File: config.mk
export PLATFORM = sky130hd
export DESIGN_NAME = multicycle_control_unit
export DESIGN_NICKNAME = d
export VERILOG_FILES = /design/src/rtl/multicycle_control_unit.sv
export SDC_FILE = /design/constraint.sdc
export NUM_CORES = 1
export LEC_CHECK = 0
export ABC_AREA = 0
export ABC_CLOCK_PERIOD_IN_PS = 2420
export BUFFER_PORTS_ARGS = -buffer_cell sky130_fd_sc_hd__buf_2
export CORE_ASPECT_RATIO = 1.4
export CORE_MARGIN = 10
export CORE_UTILIZATION = 54
export DETAILED_ROUTE_END_ITERATION = 8
export GPL_ROUTABILITY_DRIVEN = 0
export PLACE_DENSITY = 0.75
export SLEW_MARGIN = 0
export SYNTH_ARGS = -nofsm -noshare
export SYNTH_HDL_FRONTEND = slang
export SYNTH_SLANG_ARGS = --single-unit
File: constraint.sdc
create_clock -name clk -period 2.42 [get_ports clk]
set_input_delay 0.484 -clock clk [delete_from_list [all_inputs] [get_ports clk]]
set_output_delay 0.484 -clock clk [all_outputs]
set_load 0.05 [all_outputs]
File: src/rtl/multicycle_control_unit.sv
// -----------------------------------------------------------------------------
// multicycle_control_unit
//
// Multi-cycle control FSM sitting in front of the 16x18-bit register file.
// It accepts one 18-bit instruction per valid/ready handshake, decodes it and
// steps it through FETCH -> DECODE -> EXECUTE -> (MEM) -> (WRITEBACK). While
// it does so it drives the register-file addresses and write enable, plus the
// ALU and data-memory controls.
//
// Instruction word: {op[17:14], rd[13:10], rs1[9:6], rs2[5:2] | imm[5:0]}
//   op 0000-0111 R-type ALU   op 1000-1011 I-type ALU   op 1100 LD
//   op 1101 ST                op 1110 BR                op 1111 HALT
//
// All outputs are registered. Each output register is loaded from the value
// that matches the state being entered, so the outputs line up with the
// state register cycle for cycle.
//
// Ports:
//   clk, rst_n                      clock, asynchronous active-low reset
//   instr_valid / instr_ready       instruction handshake (ready only in FETCH)
//   instruction[17:0]               instruction word
//   read_register_1/2[3:0]          register-file read addresses
//   write_register[3:0], reg_write  register-file write address / enable
//   alu_op[3:0], alu_src_imm, imm   ALU controls and immediate field
//   mem_req, mem_we, mem_ready      data-memory handshake
//   halted, fault                   sticky terminal states (left only by reset)
//   retired_count[15:0]             retired instructions (only when the
//                                   RETIRE_COUNT_EN macro is defined)
//
// Optional feature: `define RETIRE_COUNT_EN adds the retired_count output.
// -----------------------------------------------------------------------------
module multicycle_control_unit #(
  parameter int DATA_W      = 18,
  parameter int REG_ADDR_W  = 4,
  parameter int MEM_TIMEOUT = 15
) (
  input  logic                  clk,
  input  logic                  rst_n,
  input  logic                  instr_valid,
  output logic                  instr_ready,
  input  logic [DATA_W-1:0]     instruction,
  output logic [REG_ADDR_W-1:0] read_register_1,
  output logic [REG_ADDR_W-1:0] read_register_2,
  output logic [REG_ADDR_W-1:0] write_register,
  output logic                  reg_write,
  output logic [3:0]            alu_op,
  output logic                  alu_src_imm,
  output logic [5:0]            imm,
  output logic                  mem_req,
  output logic                  mem_we,
  input  logic                  mem_ready,
  output logic                  halted,
`ifdef RETIRE_COUNT_EN
  output logic [15:0]           retired_count,
`endif
  output logic                  fault
);

  localparam int CNT_W = 8;
  localparam logic [CNT_W-1:0] TMO_LAST = CNT_W'(MEM_TIMEOUT - 1);

  typedef enum logic [2:0] {
    ST_FETCH,
    ST_DECODE,
    ST_EXECUTE,
    ST_MEM,
    ST_WRITEBACK,
    ST_HALT,
    ST_FAULT
  } state_e;

  // ---------------------------------------------------------------------------
  // Opcode class helpers
  // ---------------------------------------------------------------------------
  function automatic logic is_rtype(input logic [3:0] op);
    return op[3] == 1'b0;
  endfunction

  function automatic logic is_itype(input logic [3:0] op);
    return op[3:2] == 2'b10;
  endfunction

  function automatic logic is_ld(input logic [3:0] op);
    return op == 4'b1100;
  endfunction

  function automatic logic is_st(input logic [3:0] op);
    return op == 4'b1101;
  endfunction

  function automatic logic is_br(input logic [3:0] op);
    return op == 4'b1110;
  endfunction

  function automatic logic is_halt(input logic [3:0] op);
    return op == 4'b1111;
  endfunction

  // ---------------------------------------------------------------------------
  // State, instruction register and memory-timeout counter
  // ---------------------------------------------------------------------------
  state_e                  state_q, state_d;
  logic [DATA_W-1:0]       ir_q, ir_d;
  logic [CNT_W-1:0]        tmo_cnt_q, tmo_cnt_d;

  // Registered outputs
  logic                    instr_ready_q, instr_ready_d;
  logic [REG_ADDR_W-1:0]   read_register_1_q, read_register_1_d;
  logic [REG_ADDR_W-1:0]   read_register_2_q, read_register_2_d;
  logic [REG_ADDR_W-1:0]   write_register_q, write_register_d;
  logic                    reg_write_q, reg_write_d;
  logic [3:0]              alu_op_q, alu_op_d;
  logic                    alu_src_imm_q, alu_src_imm_d;
  logic [5:0]              imm_q, imm_d;
  logic                    mem_req_q, mem_req_d;
  logic                    mem_we_q, mem_we_d;
  logic                    halted_q, halted_d;
  logic                    fault_q, fault_d;

  logic [3:0]              op_q;
  logic [3:0]              op_d;
  logic [REG_ADDR_W-1:0]   rd_d, rs1_d, rs2_d;

  assign op_q  = ir_q[17:14];
  assign op_d  = ir_d[17:14];
  assign rd_d  = ir_d[13:10];
  assign rs1_d = ir_d[9:6];
  assign rs2_d = ir_d[5:2];

  // ---------------------------------------------------------------------------
  // Next-state logic
  // ---------------------------------------------------------------------------
  always_comb begin
    // NOTE: every variable gets a default first so no path can leave it
    // unassigned; otherwise synthesis infers a latch.
    state_d   = state_q;
    ir_d      = ir_q;
    tmo_cnt_d = tmo_cnt_q;

    unique case (state_q)
      ST_FETCH: begin
        // instr_ready_q is only ever high in FETCH, so this is the handshake.
        if (instr_valid && instr_ready_q) begin
          ir_d    = instruction;
          state_d = ST_DECODE;
        end
      end
      ST_DECODE: begin
        state_d = is_halt(op_q) ? ST_HALT : ST_EXECUTE;
      end
      ST_EXECUTE: begin
        if (is_ld(op_q) || is_st(op_q)) begin
          state_d = ST_MEM;
        end else if (is_br(op_q)) begin
          state_d = ST_FETCH;
        end else begin
          state_d = ST_WRITEBACK;
        end
      end
      ST_MEM: begin
        // A mem_ready on the same edge the timeout would fire takes priority.
        if (mem_ready) begin
          tmo_cnt_d = '0;
          state_d   = is_ld(op_q) ? ST_WRITEBACK : ST_FETCH;
        end else if (tmo_cnt_q == TMO_LAST) begin
          tmo_cnt_d = '0;
          state_d   = ST_FAULT;
        end else begin
          tmo_cnt_d = tmo_cnt_q + CNT_W'(1);
        end
      end
      ST_WRITEBACK: begin
        state_d = ST_FETCH;
      end
      ST_HALT:  state_d = ST_HALT;
      ST_FAULT: state_d = ST_FAULT;
      default:  state_d = ST_FETCH;
    endcase
  end

  // ---------------------------------------------------------------------------
  // Output decode: computed for the state being entered, from the instruction
  // that will be held in IR, so the registered outputs track the state.
  // ---------------------------------------------------------------------------
  always_comb begin
    instr_ready_d     = 1'b0;
    read_register_1_d = '0;
    read_register_2_d = '0;
    write_register_d  = '0;
    reg_write_d       = 1'b0;
    alu_op_d          = '0;
    alu_src_imm_d     = 1'b0;
    imm_d             = '0;
    mem_req_d         = 1'b0;
    mem_we_d          = 1'b0;
    halted_d          = 1'b0;
    fault_d           = 1'b0;

    unique case (state_d)
      ST_FETCH: begin
        instr_ready_d = 1'b1;
      end
      ST_DECODE, ST_EXECUTE, ST_MEM, ST_WRITEBACK: begin
        read_register_1_d = rs1_d;
        // Port 2 carries the store data register for ST.
        if (is_rtype(op_d)) begin
          read_register_2_d = rs2_d;
        end else if (is_st(op_d)) begin
          read_register_2_d = rd_d;
        end
        // Memory, branch and halt opcodes all use the ALU as an adder.
        alu_op_d      = (op_d[3:2] != 2'b11) ? op_d : 4'b0000;
        alu_src_imm_d = is_itype(op_d) || is_ld(op_d) || is_st(op_d);
        imm_d         = ir_d[5:0];
        if (state_d == ST_MEM) begin
          mem_req_d = 1'b1;
          mem_we_d  = is_st(op_d);
        end
        if (state_d == ST_WRITEBACK) begin
          write_register_d = rd_d;
          reg_write_d      = 1'b1;
        end
      end
      ST_HALT:  halted_d = 1'b1;
      ST_FAULT: fault_d  = 1'b1;
      default: ;
    endcase
  end

`ifdef RETIRE_COUNT_EN
  // ---------------------------------------------------------------------------
  // Retirement counter: one count per instruction that completes normally.
  // ---------------------------------------------------------------------------
  logic [15:0] retired_count_q, retired_count_d;
  logic        retire;

  always_comb begin
    retire = (state_q == ST_WRITEBACK)
          || (state_q == ST_EXECUTE && is_br(op_q))
          || (state_q == ST_MEM && is_st(op_q) && mem_ready)
          || (state_q == ST_DECODE && is_halt(op_q));
    // Natural 16-bit wrap from 0xFFFF to 0x0000.
    retired_count_d = retired_count_q + {15'b0, retire};
  end

  always_ff @(posedge clk or negedge rst_n) begin
    if (!rst_n) begin
      retired_count_q <= '0;
    end else begin
      retired_count_q <= retired_count_d;
    end
  end

  assign retired_count = retired_count_q;
`endif

  // ---------------------------------------------------------------------------
  // Single register block for state, IR, counter and all outputs
  // ---------------------------------------------------------------------------
  always_ff @(posedge clk or negedge rst_n) begin
    // NOTE: sequential state uses non-blocking assignments so every flop
    // samples its _d value from before the edge, independent of statement order.
    if (!rst_n) begin
      // NOTE: the asynchronous reset forces every output low at once, which is
      // what guarantees no partial reg_write once rst_n falls mid-instruction.
      state_q           <= ST_FETCH;
      ir_q              <= '0;
      tmo_cnt_q         <= '0;
      instr_ready_q     <= 1'b0;
      read_register_1_q <= '0;
      read_register_2_q <= '0;
      write_register_q  <= '0;
      reg_write_q       <= 1'b0;
      alu_op_q          <= '0;
      alu_src_imm_q     <= 1'b0;
      imm_q             <= '0;
      mem_req_q         <= 1'b0;
      mem_we_q          <= 1'b0;
      halted_q          <= 1'b0;
      fault_q           <= 1'b0;
    end else begin
      state_q           <= state_d;
      ir_q              <= ir_d;
      tmo_cnt_q         <= tmo_cnt_d;
      instr_ready_q     <= instr_ready_d;
      read_register_1_q <= read_register_1_d;
      read_register_2_q <= read_register_2_d;
      write_register_q  <= write_register_d;
      reg_write_q       <= reg_write_d;
      alu_op_q          <= alu_op_d;
      alu_src_imm_q     <= alu_src_imm_d;
      imm_q             <= imm_d;
      mem_req_q         <= mem_req_d;
      mem_we_q          <= mem_we_d;
      halted_q          <= halted_d;
      fault_q           <= fault_d;
    end
  end

  assign instr_ready     = instr_ready_q;
  assign read_register_1 = read_register_1_q;
  assign read_register_2 = read_register_2_q;
  assign write_register  = write_register_q;
  assign reg_write       = reg_write_q;
  assign alu_op          = alu_op_q;
  assign alu_src_imm     = alu_src_imm_q;
  assign imm             = imm_q;
  assign mem_req         = mem_req_q;
  assign mem_we          = mem_we_q;
  assign halted          = halted_q;
  assign fault           = fault_q;

endmodule
* Yosys cells after proc, flatten, opt, wreduce, memory -nomap -nowiden *
Cells that the tools add are included.

word-level totals
  flip-flop bits (word level) = 58
  input port bits = 22
  output and inout bits = 29

operators by class
  add/sub/neg operators = 1
  equal/unequal tests = 20
  mux-type cells = 31
  reduce and logical (&&, ||, !) cells = 7

operators with widths
  cell                                                                    number
  18-bit two-way mux                                                      2
  4-bit two-way mux                                                       8
  4-bit equality test (second input constant)                             6
  3-bit two-way mux                                                       7
  3-bit case mux with 6 select lines                                      1
  8-bit two-way mux                                                       2
  3-bit equality test (second input constant)                             5
  3-bit by 2-bit equality test with 1-bit output (second input constant)  4
  1-bit two-way mux                                                       10
  8-bit by 1-bit adder with 8-bit output (second input constant)          1
  8-bit by 4-bit equality test with 1-bit output (second input constant)  1
  3-bit by 1-bit equality test with 1-bit output (second input constant)  2
  3-bit logical NOT                                                       2
  6-bit two-way mux                                                       1
  4-bit OR reduction                                                      1
  1-bit logical OR                                                        3
  2-bit equality test (second input constant)                             1
  2-bit inequality test (second input constant)                           1
  1-bit logical AND                                                       1

* Longest topological paths before layout *
Gate-level depths: netlist (run 1).

  depth in word-level cells = 7
  gate-level depth with buffers = 8
  gate-level depth less buffers = 7

* Worst setup path before layout (run 1) *
Ideal clock, no wire load.

  path type = reg2reg
  from = reg tmo_cnt_q[4]
  to = reg alu_src_imm_q, in the netlist alu_src_imm
  arrival time = 1.757 ns
  slack = 0.529 ns
  cell stages (with the launch flop) = 7
  period minus slack after synthesis = 1.891 ns
  path through = dfrtp_1 -> or4_1 -> o22ai_2 -> a22oi_2 -> xnor2_4 -> buf_8 -> a211oi_2

on the way
  word-level cells in the longest chain between the ends = 7

RTL lines
  item                                                                    line  RTL
  start: declaration                                                      104   logic [CNT_W-1:0] tmo_cnt_q, tmo_cnt_d;
  start signal: assignment                                                284   tmo_cnt_q <= tmo_cnt_d;
  8-bit by 4-bit equality test with 1-bit output *                        165   end else if (tmo_cnt_q == TMO_LAST) begin
  3-bit two-way mux *                                                     165
  3-bit two-way mux *                                                     162   if (mem_ready) begin
  3-bit case mux with 6 select lines *                                    140   unique case (state_q)
  3-bit by 2-bit equality test with 1-bit output (tied with other cells)  199   unique case (state_d)
  4-bit OR reduction *                                                    199
  1-bit two-way mux *                                                     199
  named net alu_src_imm_d                                                 113   logic alu_src_imm_q, alu_src_imm_d;
  end signal: assignment                                                  291   alu_src_imm_q <= alu_src_imm_d;
  end: declaration                                                        113

The timed path passes the listed nets; every way through them passes the cells marked *.
A chain may end at the register's enable or synchronous reset.

* Worst setup path in the final report (run 1) *
Ends and elaborated chain as after synthesis.

==> run summary, run 1 <==
Pwr/cell area -> 1480 nW/um2
Nets -> 288
Register bit total from synthesis -> 58
Synth Area in Simple Gates -> 15.4%
Post-Syn Area -> 2550 um2
Total gr overflow -> 0
CTS Buf Count -> 9
Type of origin of the critical path -> register
Setup Viol. Count Final -> 0
Dpl hpwl -> 4.01 mm
GR peak layer -> met2
Tot GR Track Use -> 14.9%
Largest family of logic cells by synthesized area -> simple AND/OR/NAND/NOR gates
Layout cells sized above 1 -> 37.9%
Total power -> 4.53 mW
Final Hold Viols -> 0
Clk_lat worst skew -> 0.34 ns
Hold Buf Count CTS -> 0
Synth warn -> 0
GR met2 Demand/Resource -> 25.1%
Multiplexer area fraction after synthesis -> 8.25%
Vias in the first global route -> 1,869
Routed vias -> 1,767
Width of the die -> 78.1 um
Area share of the largest cell type after synthesis -> 56.9%
Post-synth top area cell -> dfrtp_1
Syn nets -> 230
Max Root-Sink Buffers -> 2
Fmax -> 500 MHz
H-tree Lvls -> 3
RSZ-0062 raised after global routing -> false
Initial Utilization -> 56.2%
Post-synth ARST share -> 100%
Core Area -> 4540 um2
Clk slew on worst S/H paths -> 0.07 ns
Clk sink count -> 58
Routed Antenna Nets -> 0
Min Tclk post-route -> 2.00 ns
Post-synth cell types -> 45
Antenna violations before repair -> 0
Max-slew headroom -> 64.6%
Die Height -> 101 um
Slew Viols, Final -> 0
N_diodes -> 0
Post-Layout Cell Count -> 331
Synth area leaders -> dfrtp_1 (57%), mux2_2 (7.1%), nor2b_1 (4.7%)
Leak -> 1.49 nW
Clock root cell -> clkbuf_8
Routed WL per cell -> 16.8 um
Final period util -> 82.6%
GRT met3 Usage -> 5.94%
Placed Cells -> 315
Maxcap violations -> 0
Port Buf Inserts -> 50
Setup TNS -> 0 ns
Pre-CTS setup slack -> 0.401 ns
Initial drt markers -> 132
First-pass detailed-route iteration total -> 4
VDD IR max -> 0.906 mV
HP Class -> in -> async
Top_reg_cell synth -> dfrtp_1
Met1 usage -> 15.8%
Post-synthesis sequential area ratio -> 56.9%
Adder-cell share of the synthesized area -> 0.982%
Worst Skew -> 0.0107 ns
I/O Pins -> 51
# fillers -> 366
CP endpoint kind -> register
Final hold slack -> 0.121 ns
DRC -> 0
Max Fanout on Critical Path -> 19
Post_cts resized -> 0
Least-Margin Pin Slew -> 0.531 ns
CP Class -> reg -> reg
Layout area overhead -> 20.1%
Crit path arrival time -> 2.25 ns
Required @ worst endpoint -> 2.67 ns
Largest net degree at the start of global routing -> 37
Cells after Synth -> 206
Die area -> 7910 um2
CTS tree -> done
Mean Syn Cell Area -> 12.4 um2
Post-synth EDFFs -> 0
Xor-xnor portion of the synthesized cell area -> 1.77%
Synth Area in Compound Gates -> 13.3%
Final worst slack -> 0.422 ns
First-pass GRT wire length -> 9.20 mm
Final wirelength -> 5.57 mm
Site row count -> 29
Post CTS Setup Buffer Count -> 0
Routed vias/inst -> 5.34
Status -> completed
final timing paths:
path,startpoint,endpoint,slack (ns),cells after the start
worst min register to register,ir_q[0],ir_q[0],0.49,1
min in group clk,instruction[0],ir_q[0],0.39,2
worst max register to register,tmo_cnt_q[4],alu_src_imm,0.42,6
max in group asynchronous,rst_n,ir_q[16],1.74,2
worst max-delay path,tmo_cnt_q[4],alu_src_imm,0.42,6
worst min-delay path,rst_n,tmo_cnt_q[0],0.12,1
critical path, cell delays in order (launching register included):
cell and delay [ns]:
dfrtp_1 0.44, or4_1 0.56, o22ai_2 0.17, a22oi_2 0.16, xnor2_4 0.17, buf_4 0.23
a211oi_2 0.21
registers in the layout, indices dropped and copies added (netlist names):
name / cells
ir_q: 18
halted: 1
fault: 1
read_register_2: 4
write_register: 4
mem_we: 1
read_register_1: 4
tmo_cnt_q: 8
alu_src_imm: 1
instr_ready: 1
imm: 6
mem_req: 1
alu_op: 4
reg_write: 1
state_q: 3
synth_stat cells, types with 2 or more instances:
master	count
nand3_1	5
nor3b_1	2
buf_2	3
mux2_2	16
nor2b_1	19
o31ai_1	3
nor2_1	7
nor2_2	2
a21oi_1	10
and2_1	3
a41oi_1	3
a211oi_2	5
dfrtp_1	58
nor3_2	2
inv_1	8
nand2_1	8
ha_1	2
and3_1	2
nand2b_1	5
mux2i_1	3
a221oi_1	4
o21ai_0	12
nand3b_1	2
area by class of cell:
type                       count  area, um2  area share (%)
clock buffer                  11        141            4.62
clock inverter                 5       53.8            1.76
inverter                       9       33.8            1.10
multi-input combinational    132       1010            33.0
sequential                    58       1450            47.4
tap                           62       77.6            2.53
timing repair buffer          54        293            9.56
routing by layer:
layer | up-vias | share of wire, %
li1 | 845 | -
met1 | 871 | 40
met2 | 41 | 52
met3 | 10 | 6.4
met4 | 0 | 2.0
met5 | - | 0
logic make-up after synthesis:
logic type,after synthesis
AOI/OAI and AO/OA,43
xor gates and xnor gates,3
adders and majority gates,2
buffers and inverters,16
DFF,58
muxes,19
and+or+nand+nor,65
placed cells by master, fill, tap and decap left out, types with 2 or more instances in the layout:
master / count
nand3_1: 5
a21oi_1: 10
mux2i_1: 3
a211oi_2: 5
clkbuf_8: 10
a41oi_1: 3
nor3b_1: 2
nand2b_1: 5
nand2_1: 8
o31ai_1: 3
nor2b_1: 19
nor2_2: 2
mux2_2: 16
inv_1: 8
a221oi_1: 4
buf_2: 50
ha_1: 2
nor3_2: 2
nor2_1: 7
buf_4: 3
o21ai_0: 12
nand3b_1: 2
and3_1: 2
and2_1: 3
dfrtp_1: 58
clkinv_2: 3
where the power goes:
group / switching [mW] / total (mW) / internal [mW]
Combinational: 1.32 / 2.03 / 0.711
Sequential: 0.264 / 1.62 / 1.35
Clock: 0.381 / 0.881 / 0.500
Total: 1.97 / 4.53 / 2.56
per-stage QoR:
step | utilization [%] | area, um2
floorplan | - | 2550
global placement | 63.2 | 2870
detailed placement | 63.2 | 2870
CTS | 67.5 | 3060
global route | 67.5 | 3060
finish | 67.5 | 3060
No activity file was read; power rests on OpenSTA's default activity.
==> inputs of run 2 (changes only) <==
- ABC_CLOCK_PERIOD_IN_PS: 2420 -> 1900
- clock period: 2.42 -> 1.9 ns (I/O delays scaled with it)
==> run summary, run 2 (synthesized netlist as in run 1, its figures left out) <==
Port Buf Inserts -> 50
DR WL met2 -> 2.84 mm
Clk slew on worst S/H paths -> 0.06 ns
Post-Layout Cell Count -> 349
H-tree Lvls -> 3
Most frequent cells in the layout -> dfrtp_1 (58), buf_2 (50), buf_4 (20)
Die area -> 7910 um2
Total gr overflow -> 0
Max Fanout on Critical Path -> 5
Switching share of total power -> 42.1%
Initial Utilization -> 56.2%
Fmax -> 547 MHz
I/O Pins -> 51
CTS Buf Count -> 9
Routed vias/inst -> 5.24
Antenna violations before repair -> 0
Vias in the first global route -> 1,925
Nets -> 306
Initial drt markers -> 106
HP Class -> in -> async
Commonest non-fill, non-tap cell in the layout -> dfrtp_1
Tot GR Track Use -> 14.8%
Crit path arrival time -> 2.08 ns
Least-Margin Pin Slew -> 0.387 ns
Biggest register -> ir_q
First-pass GRT wire length -> 9.21 mm
Largest net degree at the start of global routing -> 59
Placed Cells -> 330
Width of the die -> 78.1 um
Cell area after layout -> 3230 um2
Top layer used by detailed routing -> met4
VDD IR max -> 1.18 mV
Final hold slack -> 0.0250 ns
Required @ worst endpoint -> 2.15 ns
Pwr/cell area -> 1880 nW/um2
CP peak stage delay -> 0.54 ns
Worst Skew -> 0.00533 ns
Critical path, cell by cell -> or4_4, o22ai_2, a22oi_2, or2b_1, nor2b_1
DP Area -> 2990 um2
Max Root-Sink Buffers -> 2
Pre-CTS setup slack -> -0.0252 ns
Dpl hpwl -> 4.10 mm
Routed vias -> 1,829
Final wirelength -> 5.49 mm
Layout cells sized above 1 -> 42.9%
Psw -> 2.55 mW
Die Height -> 101 um
Clk sink count -> 58
Final worst slack -> 0.0724 ns
Clk_lat worst skew -> 0.33 ns
Leak -> 1.59 nW
First-pass detailed-route iteration total -> 4
Largest register FFs -> 18
Routed WL per cell -> 15.7 um
Final period util -> 96.2%
Maxcap violations -> 0
Final Hold Viols -> 0
Slew Viols, Final -> 0
Combinational group share of total power -> 48.8%
Clock root cell -> clkbuf_8
Slowest CP cell -> or4_4
Type of origin of the critical path -> register
N_diodes -> 0
Routed Antenna Nets -> 0
DRC -> 0
RSZ-0062 raised after global routing -> false
DR WL met3 -> 355 um
Register share of total power -> 33.0%
Clock share of power -> 18.2%
CP endpoint kind -> register
Met1 wire length -> 2.19 mm
Core Area -> 4540 um2
Status -> completed
Hold Buf Count CTS -> 0
CP Class -> reg -> reg
# fillers -> 346
Layout area overhead -> 26.7%
Setup Viol. Count Final -> 0
Site row count -> 29
Internal Power -> 3.51 mW
CTS tree -> done
Max-slew headroom -> 74.2%
Min Tclk post-route -> 1.83 ns
## run 2: repair_timing
action	CTS	global route
pin swaps	1	3
gates resized for setup	1	3
setup endpoints to repair	1	6
setup buffers	1	2
## run 2: layout make-up
cell class / instances / area [um2] / share of cell area [%]
Sequential cell: 58 / 1450 / 45.0
Tap cell: 62 / 77.6 / 2.40
Multi-Input combinational cell: 132 / 1030 / 31.9
Timing Repair Buffer: 72 / 440 / 13.6
Clock buffer: 11 / 141 / 4.38
Inverter: 9 / 33.8 / 1.05
Clock inverter: 5 / 53.8 / 1.67
## run 2: worst max-delay path: cells and delay by family (launching register included)
kind,cells,cell delay [ns]
AO/OA/AOI/OAI,2,0.33
flip-flops,1,0.38
AND/OR/NAND/NOR,3,1.05
## run 2: power groups by stage
stage	clock network [mW]	logic, mW	registers (mW)
2_1_floorplan	0	1.51	2.64
3_3_place_gp	0	2.89	1.99
3_5_place_dp	0	2.93	2.02
4_1_cts	1.14	2.96	2.00
5_1_grt	1.20	3.19	2.05
6_report	1.10	2.96	2.00
## run 2: layer usage
layer	vias up	track usage, %
met5	-	0
met4	0	6.92
met3	10	6.65
met2	47	25.0
met1	890	15.4
li1	882	-
## run 2: path summary, 6_finish.rpt
check / endpoint / startpoint / slack [ns] / cells past startpoint
setup / recovery: write_register[3] / tmo_cnt_q[4] / 0.07 / 5
setup reg to reg: write_register[3] / tmo_cnt_q[4] / 0.07 / 5
min in group clk: ir_q[9] / instruction[9] / 0.29 / 2
max in group asynchronous: ir_q[14] / rst_n / 1.61 / 2
hold / removal: tmo_cnt_q[3] / rst_n / 0.03 / 2
hold reg to reg: ir_q[8] / ir_q[8] / 0.50 / 1
## run 2: metrics by stage
stage / power (mW) / TNS, ns / utilization (%)
4_1_cts: 6.09 / 0 / 70.5
3_5_place_dp: 4.94 / -0.0252 / 66.0
2_1_floorplan: 4.15 / 0 / -
5_1_grt: 6.44 / 0 / 71.2
3_3_place_gp: 4.88 / 0 / 66.0
6_report: 6.06 / 0 / 71.2
==> inputs of run 3 (changes only) <==
- ABC_CLOCK_PERIOD_IN_PS: 1900 -> 1700
- clock period: 1.9 -> 1.7 ns (I/O delays scaled with it)
==> run summary, run 3 (synthesized netlist as in run 1, its figures left out) <==
Status -> complete, but fails checks
Failing checks -> negative hold slack, negative setup slack
Clk_lat worst skew -> 0.33 ns
Max Root-Sink Buffers -> 2
CP endpoint kind -> register
Largest register FFs -> 18
Min Tclk post-route -> 1.82 ns
Final hold slack -> -0.000735 ns
Width of the die -> 78.1 um
Final wirelength -> 5.85 mm
Worst Skew -> 0.00749 ns
Buf+Inv Stages, Crit Path -> 1
First-pass GRT wire length -> 9.63 mm
# fillers -> 327
H-tree Lvls -> 3
Max Fanout on Critical Path -> 14
Largest net degree at the start of global routing -> 59
Type of origin of the critical path -> register
Routed vias -> 1,901
Setup TNS -> -1.60 ns
Routed WL per cell -> 16.4 um
Max-slew headroom -> 73.9%
VDD IR max -> 1.32 mV
Routed Antenna Nets -> 0
Slowest CP cell -> or4_4
Total gr overflow -> 0
Most frequent cells in the layout -> dfrtp_1 (57), buf_2 (50), buf_4 (27)
RSZ-0062 raised after global routing -> true
Vias in the first global route -> 2,077
Pwr/cell area -> 2150 nW/um2
Initial drt markers -> 95
Maxcap violations -> 0
Site row count -> 29
CP peak stage delay -> 0.52 ns
CP Class -> reg -> reg
Leak -> 1.65 nW
Cell family with most CP delay -> simple AND/OR/NAND/NOR gates
Register Area -> 1450 um2
Layout cells sized above 1 -> 45.3%
Final period util -> 107%
Dpl hpwl -> 4.25 mm
Die area -> 7910 um2
Tot GR Track Use -> 15.4%
Final Hold Viols -> 2
Initial Utilization -> 56.2%
Final worst slack -> -0.122 ns
Total power -> 7.20 mW
Clk slew on worst S/H paths -> 0.06 ns
Least-Margin Pin Slew -> 0.392 ns
First-pass detailed-route iteration total -> 4
Layout area overhead -> 31.3%
Area of the multi-input gates -> 1020 um2
Biggest register -> ir_q
Die Height -> 101 um
Routed vias/inst -> 5.31
Port Buf Inserts -> 50
Crit path arrival time -> 2.06 ns
Stages on the worst setup path -> 6
HP Class -> in -> async
Required @ worst endpoint -> 1.94 ns
Commonest non-fill, non-tap cell in the layout -> dfrtp_1
Core Area -> 4540 um2
CTS tree -> done
N_diodes -> 0
Clk sink count -> 58
Antenna violations before repair -> 0
Nets -> 315
I/O Pins -> 51
Slew Viols, Final -> 0
CTS Buf Count -> 9
Clock root cell -> clkbuf_8
DRC -> 0
Worst R2R Path Depth -> 6
Fmax -> 549 MHz
Setup Viol. Count Final -> 23
Critical path, cell by cell -> or4_4, o22ai_2, a22oi_2, xnor2_4, buf_12, a211oi_2
==> run 3: where the power goes <==
part / total [mW] / internal (mW) / switching, mW
combinational: 3.58 / 1.44 / 2.14
sequential: 2.18 / 1.93 / 0.254
clock: 1.44 / 0.906 / 0.532
==> run 3: path summary, 6_finish.rpt <==
path,endpoint,slack [ns],from
setup / recovery,read_register_2[1],-0.12,tmo_cnt_q[5]
hold / removal,tmo_cnt_q[0],-0.0007,rst_n
setup reg to reg,read_register_2[1],-0.12,tmo_cnt_q[5]
hold reg to reg,ir_q[0],0.49,ir_q[0]
max in group asynchronous,instr_ready,1.42,rst_n
min in group clk,ir_q[7],0.25,instruction[7]
==> run 3: timing repair <==
item                       in CTS  in global routing
gates cloned                    0                  0
setup buffers                   0                  1
gates resized for setup         1                  5
setup endpoints to repair      24                 33
pin swaps                       1                  3
hold buffers                    0                  0
==> run 3: cell type report <==
class | count | share of cell area [%]
sequential | 58 | 43.4
multi-input combinational | 132 | 30.5
timing repair buffer | 81 | 15.9
clock buffer | 12 | 4.64
tap | 62 | 2.32
clock inverter | 4 | 2.21
inverter | 9 | 1.01
==> run 3: routing by layer <==
layer | vias up | part of all wire, % | wire length [um] | global-route usage (%)
met5 | - | 0 | 0 | 0
met4 | 0 | 1.6 | 93 | 8.71
met3 | 8 | 5.3 | 313 | 4.96
met2 | 53 | 55 | 3220 | 27.7
met1 | 940 | 38 | 2230 | 15.3
li1 | 900 | - | - | -
==> run 3: through the flow <==
step                      instances  area [um2]  setup WS [ns]  utilization, %  hold WS, ns
after floorplan                 206        2550         -0.145               -       0.0444
after global placement          341        3100         -0.234            68.4        0.362
after detailed placement        341        3100         -0.285            68.4        0.365
after CTS                       357        3330         -0.174            73.5      0.00960
after global routing            358        3350         -0.177            73.8       0.0100
final                           358        3350         -0.122            73.8    -0.000735
